`src/rtl/clk_ctrl.sv`:
```
// Run/halt/single-step controller for the CPU clock divider.
// Divisor updates are held pending and applied only at period boundaries (or at once while halted).
module clk_ctrl #(
  parameter int               WIDTH       = 32,
  parameter logic [WIDTH-1:0] DEFAULT_DIV = '0
) (
  input  logic             clk,
  input  logic             reset,
  input  logic             run,
  input  logic             step,
  input  logic             cfg_valid,
  input  logic [WIDTH-1:0] cfg_div,
  output logic             cfg_ready,
  output logic             cpu_clk,
  output logic             cpu_ce,
  output logic [WIDTH-1:0] div_cur,
  output logic [1:0]       state
);

  typedef enum logic [1:0] {
    S_HALT  = 2'd0,
    S_RUN   = 2'd1,
    S_STEP  = 2'd2,
    S_DRAIN = 2'd3
  } state_t;

  state_t           r_state, w_state_next;
  logic [WIDTH-1:0] r_cnt, w_cnt_next;
  logic [WIDTH-1:0] r_div, w_div_next;
  logic [WIDTH-1:0] r_pend_div;
  logic             r_pending, w_pending_next;
  logic             r_cpu_clk, w_cpu_clk_next;
  logic             r_cpu_ce, w_cpu_ce_next;
  logic             w_accept;
  logic             w_phase_end;

  assign w_accept    = cfg_valid & ~r_pending;
  assign w_phase_end = (r_cnt == r_div);

  always_ff @(posedge clk or negedge reset) begin
    if (!reset) begin
      r_state    <= S_HALT;
      r_cnt      <= '0;
      r_div      <= DEFAULT_DIV;
      r_pend_div <= '0;
      r_pending  <= 1'b0;
      r_cpu_clk  <= 1'b1;
      r_cpu_ce   <= 1'b0;
    end else begin
      r_state   <= w_state_next;
      r_cnt     <= w_cnt_next;
      r_div     <= w_div_next;
      r_pending <= w_pending_next;
      r_cpu_clk <= w_cpu_clk_next;
      r_cpu_ce  <= w_cpu_ce_next;
      if (w_accept) begin
        r_pend_div <= cfg_div;
      end
    end
  end

  always_comb begin
    w_state_next   = r_state;
    w_cnt_next     = r_cnt;
    w_div_next     = r_div;
    w_pending_next = r_pending;
    w_cpu_clk_next = r_cpu_clk;
    w_cpu_ce_next  = 1'b0;

    // Accept and apply are mutually exclusive: accept needs no pending update, apply needs one.
    if (w_accept) begin
      w_pending_next = 1'b1;
    end

    case (r_state)
      S_HALT: begin
        w_cnt_next     = '0;
        w_cpu_clk_next = 1'b1;
        if (r_pending) begin
          w_div_next     = r_pend_div;
          w_pending_next = 1'b0;
        end else if (!w_accept) begin
          // An update arriving this cycle also holds off the start, so the new divisor governs it.
          if (run) begin
            w_state_next   = S_RUN;
            w_cpu_clk_next = 1'b0;
          end else if (step) begin
            w_state_next   = S_STEP;
            w_cpu_clk_next = 1'b0;
          end
        end
      end

      default: begin
        if (r_state == S_RUN && !run) begin
          w_state_next = S_DRAIN;
        end else if (r_state == S_DRAIN && run) begin
          w_state_next = S_RUN;
        end

        if (!w_phase_end) begin
          w_cnt_next = r_cnt + WIDTH'(1);
        end else begin
          w_cnt_next = '0;
          if (!r_cpu_clk) begin
            w_cpu_clk_next = 1'b1;
            w_cpu_ce_next  = 1'b1;
          end else begin
            if (r_pending) begin
              w_div_next     = r_pend_div;
              w_pending_next = 1'b0;
            end
            if (r_state == S_STEP || (r_state == S_DRAIN && !run)) begin
              w_state_next = S_HALT;
            end else begin
              w_cpu_clk_next = 1'b0;
            end
          end
        end
      end
    endcase
  end

  assign cfg_ready = ~r_pending;
  assign cpu_clk   = r_cpu_clk;
  assign cpu_ce    = r_cpu_ce;
  assign div_cur   = r_div;
  assign state     = r_state;

endmodule
```
`config.mk`:
```
export PLATFORM = sky130hd
export DESIGN_NAME = clk_ctrl
export DESIGN_NICKNAME = d
export VERILOG_FILES = /design/src/rtl/clk_ctrl.sv
export SDC_FILE = /design/constraint.sdc
export NUM_CORES = 1
export LEC_CHECK = 0
export ABC_AREA = 1
export CAP_MARGIN = 20
export CORE_MARGIN = 2
export CORE_UTILIZATION = 40
export CTS_CLUSTER_DIAMETER = 40
export DETAILED_ROUTE_END_ITERATION = 10
export PLACE_DENSITY = 0.74
export SYNTH_ARGS = -nofsm -noshare
export SYNTH_HDL_FRONTEND = slang
export SYNTH_SLANG_ARGS = --single-unit
```
`constraint.sdc`:
```
create_clock -name clk -period 3 [get_ports clk]
set_input_delay 0.45 -clock clk [delete_from_list [all_inputs] [get_ports clk]]
set_output_delay 0.45 -clock clk [all_outputs]
set_load 0.01 [all_outputs]
```
==> flow_metrics.py <==
metrics = {
    "flow_run": {
        "maxCapViolations": 0,
    },
    "global_routing": {
        "grt.total_usage_pct": 18.5,
        "grt_overflow": 0,
        "grt_pass1_vias": 3932,
        "antenna_found_initial": 0,
        "grt_max_degree": 57,
        "grt_pass1_wl_mm": 19.2,
    },
    "routing": {
        "vias_per_cell": 5.01,
        "num_vias": 3915,
        "drt_pass1_iterations": 5,
        "remaining_drc_errors": 0,
        "drtAntennaViolNets": 0,
        "drt-wirelength-per-cell_um": 14.5,
        "drt-initial-drc-count": 231,
        "routed_wl_mm": 11.4,
    },
    "layout": {
        "final_cell_mix": "nand2_1, dfrtp_1, clkdlybuf4s50_1",
        "final_common_cell": "nand2_1",
        "syn_to_final_growth_pct": 22.8,
        "finish.utilization_pct": 50.4,
        "final_layout_size_suffix_gt1_share_pct": 11.2,
        "fill_cells": 1106,
        "antenna_cells": 0,
        "final_cell_area_um2": 6050,
        "nets": 667,
    },
    "die": {
        "io_pins": 74,
        "start_util_pct": 41.0,
        "num_rows": 40,
        "die_w_um": 115,
        "die_area_um2": 13200,
        "fp.dieH_um": 115,
        "core_area_um2": 12000,
    },
    "critical_path": {
        "critPathLaunchType": "register",
        "end_kind": "register",
        "reg2reg_setup_slack_ps": 800,
        "critPathKind": "reg2reg",
        "worst-endpoint-required_ps": 3280,
        "path_max_fanout": 37,
        "crit_arrival_ps": 2490,
    },
    "pwr": {
        "irDropWorstVdd_v": 0.000322,
        "cellLeakagePower_uw": 0.00270,
        "total_power_uw": 4980,
        "power-per-cell-area_nw_per_um2": 823,
    },
    "clock_network": {
        "cts_hold_buf": 0,
        "clk_latency_ps": 350,
        "clkTransAtPathRegs_ps": 70,
        "cts_buffers": 9,
        "cts.repair.resized": 0,
        "postCtsSetupBuffers": 0,
        "cts_sinks": 101,
        "cts_max_path_buffers": 2,
        "ctsHtreeMaxLevel": 3,
        "cts_tree": "yes",
        "cts_root_buffer": "clkbuf_16",
    },
    "place": {
        "port_buffers": 73,
        "gp_congestion": 0.852,
        "place_area_um2": 5790,
        "place_hpwl_mm": 8.42,
    },
    "synth": {
        "ys_ff_latch": 101,
        "ys_types": 26,
        "yosysTopAreaCellShare_pct": 50.8,
        "yosysSeqAreaShare_pct": 51.3,
        "synth_area_um2": 4920,
        "synth_area_leaders": "dfrtp_1, nand2_1, mux2_2, nor2_1, xnor2_1",
        "synth_warnings": 0,
        "postSynthCellCount": 555,
        "synth_area_leader_cell": "dfrtp_1",
        "avgSynthCellArea_um2": 8.87,
        "syn-num-nets": 593,
    },
    "status": {
        "status": "completed",
    },
    "timing": {
        "slew_viol_final": 0,
        "hold_slack_ps": 114,
        "setup_tns_ps": 0,
        "rsz0062_at_grt": "false",
        "fin_worst_skew_ps": 7.58,
        "finalSetupViolCount": 0,
        "relSlewSlack_pct": 59.2,
        "worst-slew-pin-transition_ps": 612,
        "fmax_mhz": 454,
        "fin_crit_ps": 2200,
        "finalHoldViolCount": 0,
        "fin_crit_sh_pct": 73.5,
    },
    "worst_hold_path": {
        "hold_path.class": "in2async",
    },
}
==> critical path, cell delays in order, from the launching register on <==
cell and delay (ps):
dfrtp_1 470, xnor2_1 170, nand2_1 70, nor2_1 110, nand2_1 80, nor2_2 180, nand2_4 120, nand2_4 270
buf_4 430, nand3_1 130, nand2_1 90
==> where the power goes <==
part / internal (uW) / switching (uW) / total [uW]
sequential: 1830 / 421 / 2250
combinational: 908 / 765 / 1670
clock: 560 / 489 / 1050
total: 3300 / 1670 / 4980
==> synth_stat cells, drive strengths merged <==
cell / n
a21oi: 8
buf: 12
clkbuf: 3
dfrtp: 100
dfstp: 1
ha: 1
inv: 42
mux2: 32
nand2: 158
nand3: 44
nand3b: 3
nand4: 7
nor2: 75
nor3: 22
o21ai: 6
or2: 1
xnor2: 28
xor2: 12
==> cell type report <==
cell class	count	area, um^2	area share (%)
Timing Repair Buffer	78	778	12.9
Multi-Input combinational cell	397	2140	35.4
Tap cell	147	184	3.04
Sequential cell	101	2530	41.8
Clock buffer	12	236	3.91
Inverter	42	158	2.61
Clock inverter	4	25.0	0.414
==> logic make-up (layout without fill, tap and decap cells) <==
group / after synthesis / count (layout) / share of synthesized area, %
flops: 101 / 101 / 51.3
buf+inv: 57 / 136 / 5.23
simple gates: 310 / 310 / 27.3
compound gates: 14 / 14 / 1.42
xor+xnor: 40 / 40 / 7.11
mux: 32 / 32 / 7.32
fa+ha+maj: 1 / 1 / 0.254
==> worst paths after layout <==
check	from	endpoint	depth (start not counted)
setup / recovery	r_cnt[12]	div_cur[1]	10
hold / removal	reset	r_pend_div[9]	1
setup reg to reg	r_cnt[12]	div_cur[1]	10
hold reg to reg	r_pend_div[0]	div_cur[0]	2
max in group asynchronous	reset	div_cur[17]	2
min in group clk	r_pend_div[0]	div_cur[0]	2
==> layer usage <==
layer	share of wire [%]	wire (um)	GRT usage, %	up-vias
met5	0	0	0	-
met4	1.8	202	7.07	0
met3	3.9	441	2.85	14
met2	47	5360	29.0	91
met1	47	5350	26.0	1890
li1	-	-	-	1920
==> through the flow <==
stage	setup WS, ps	std cells
after CTS	801	781
after floorplan	1430	555
after global placement	928	765
after global routing	615	781
after detailed placement	834	765
final	796	781
==> state kept, by name, indices dropped and copies added, names as in the netlist <==
signal	flops
div_cur	32
r_cnt	32
r_pend_div	32
state	2
cpu_ce	1
cpu_clk	1
r_pending	1
No activity file was read; power rests on OpenSTA's default activity.
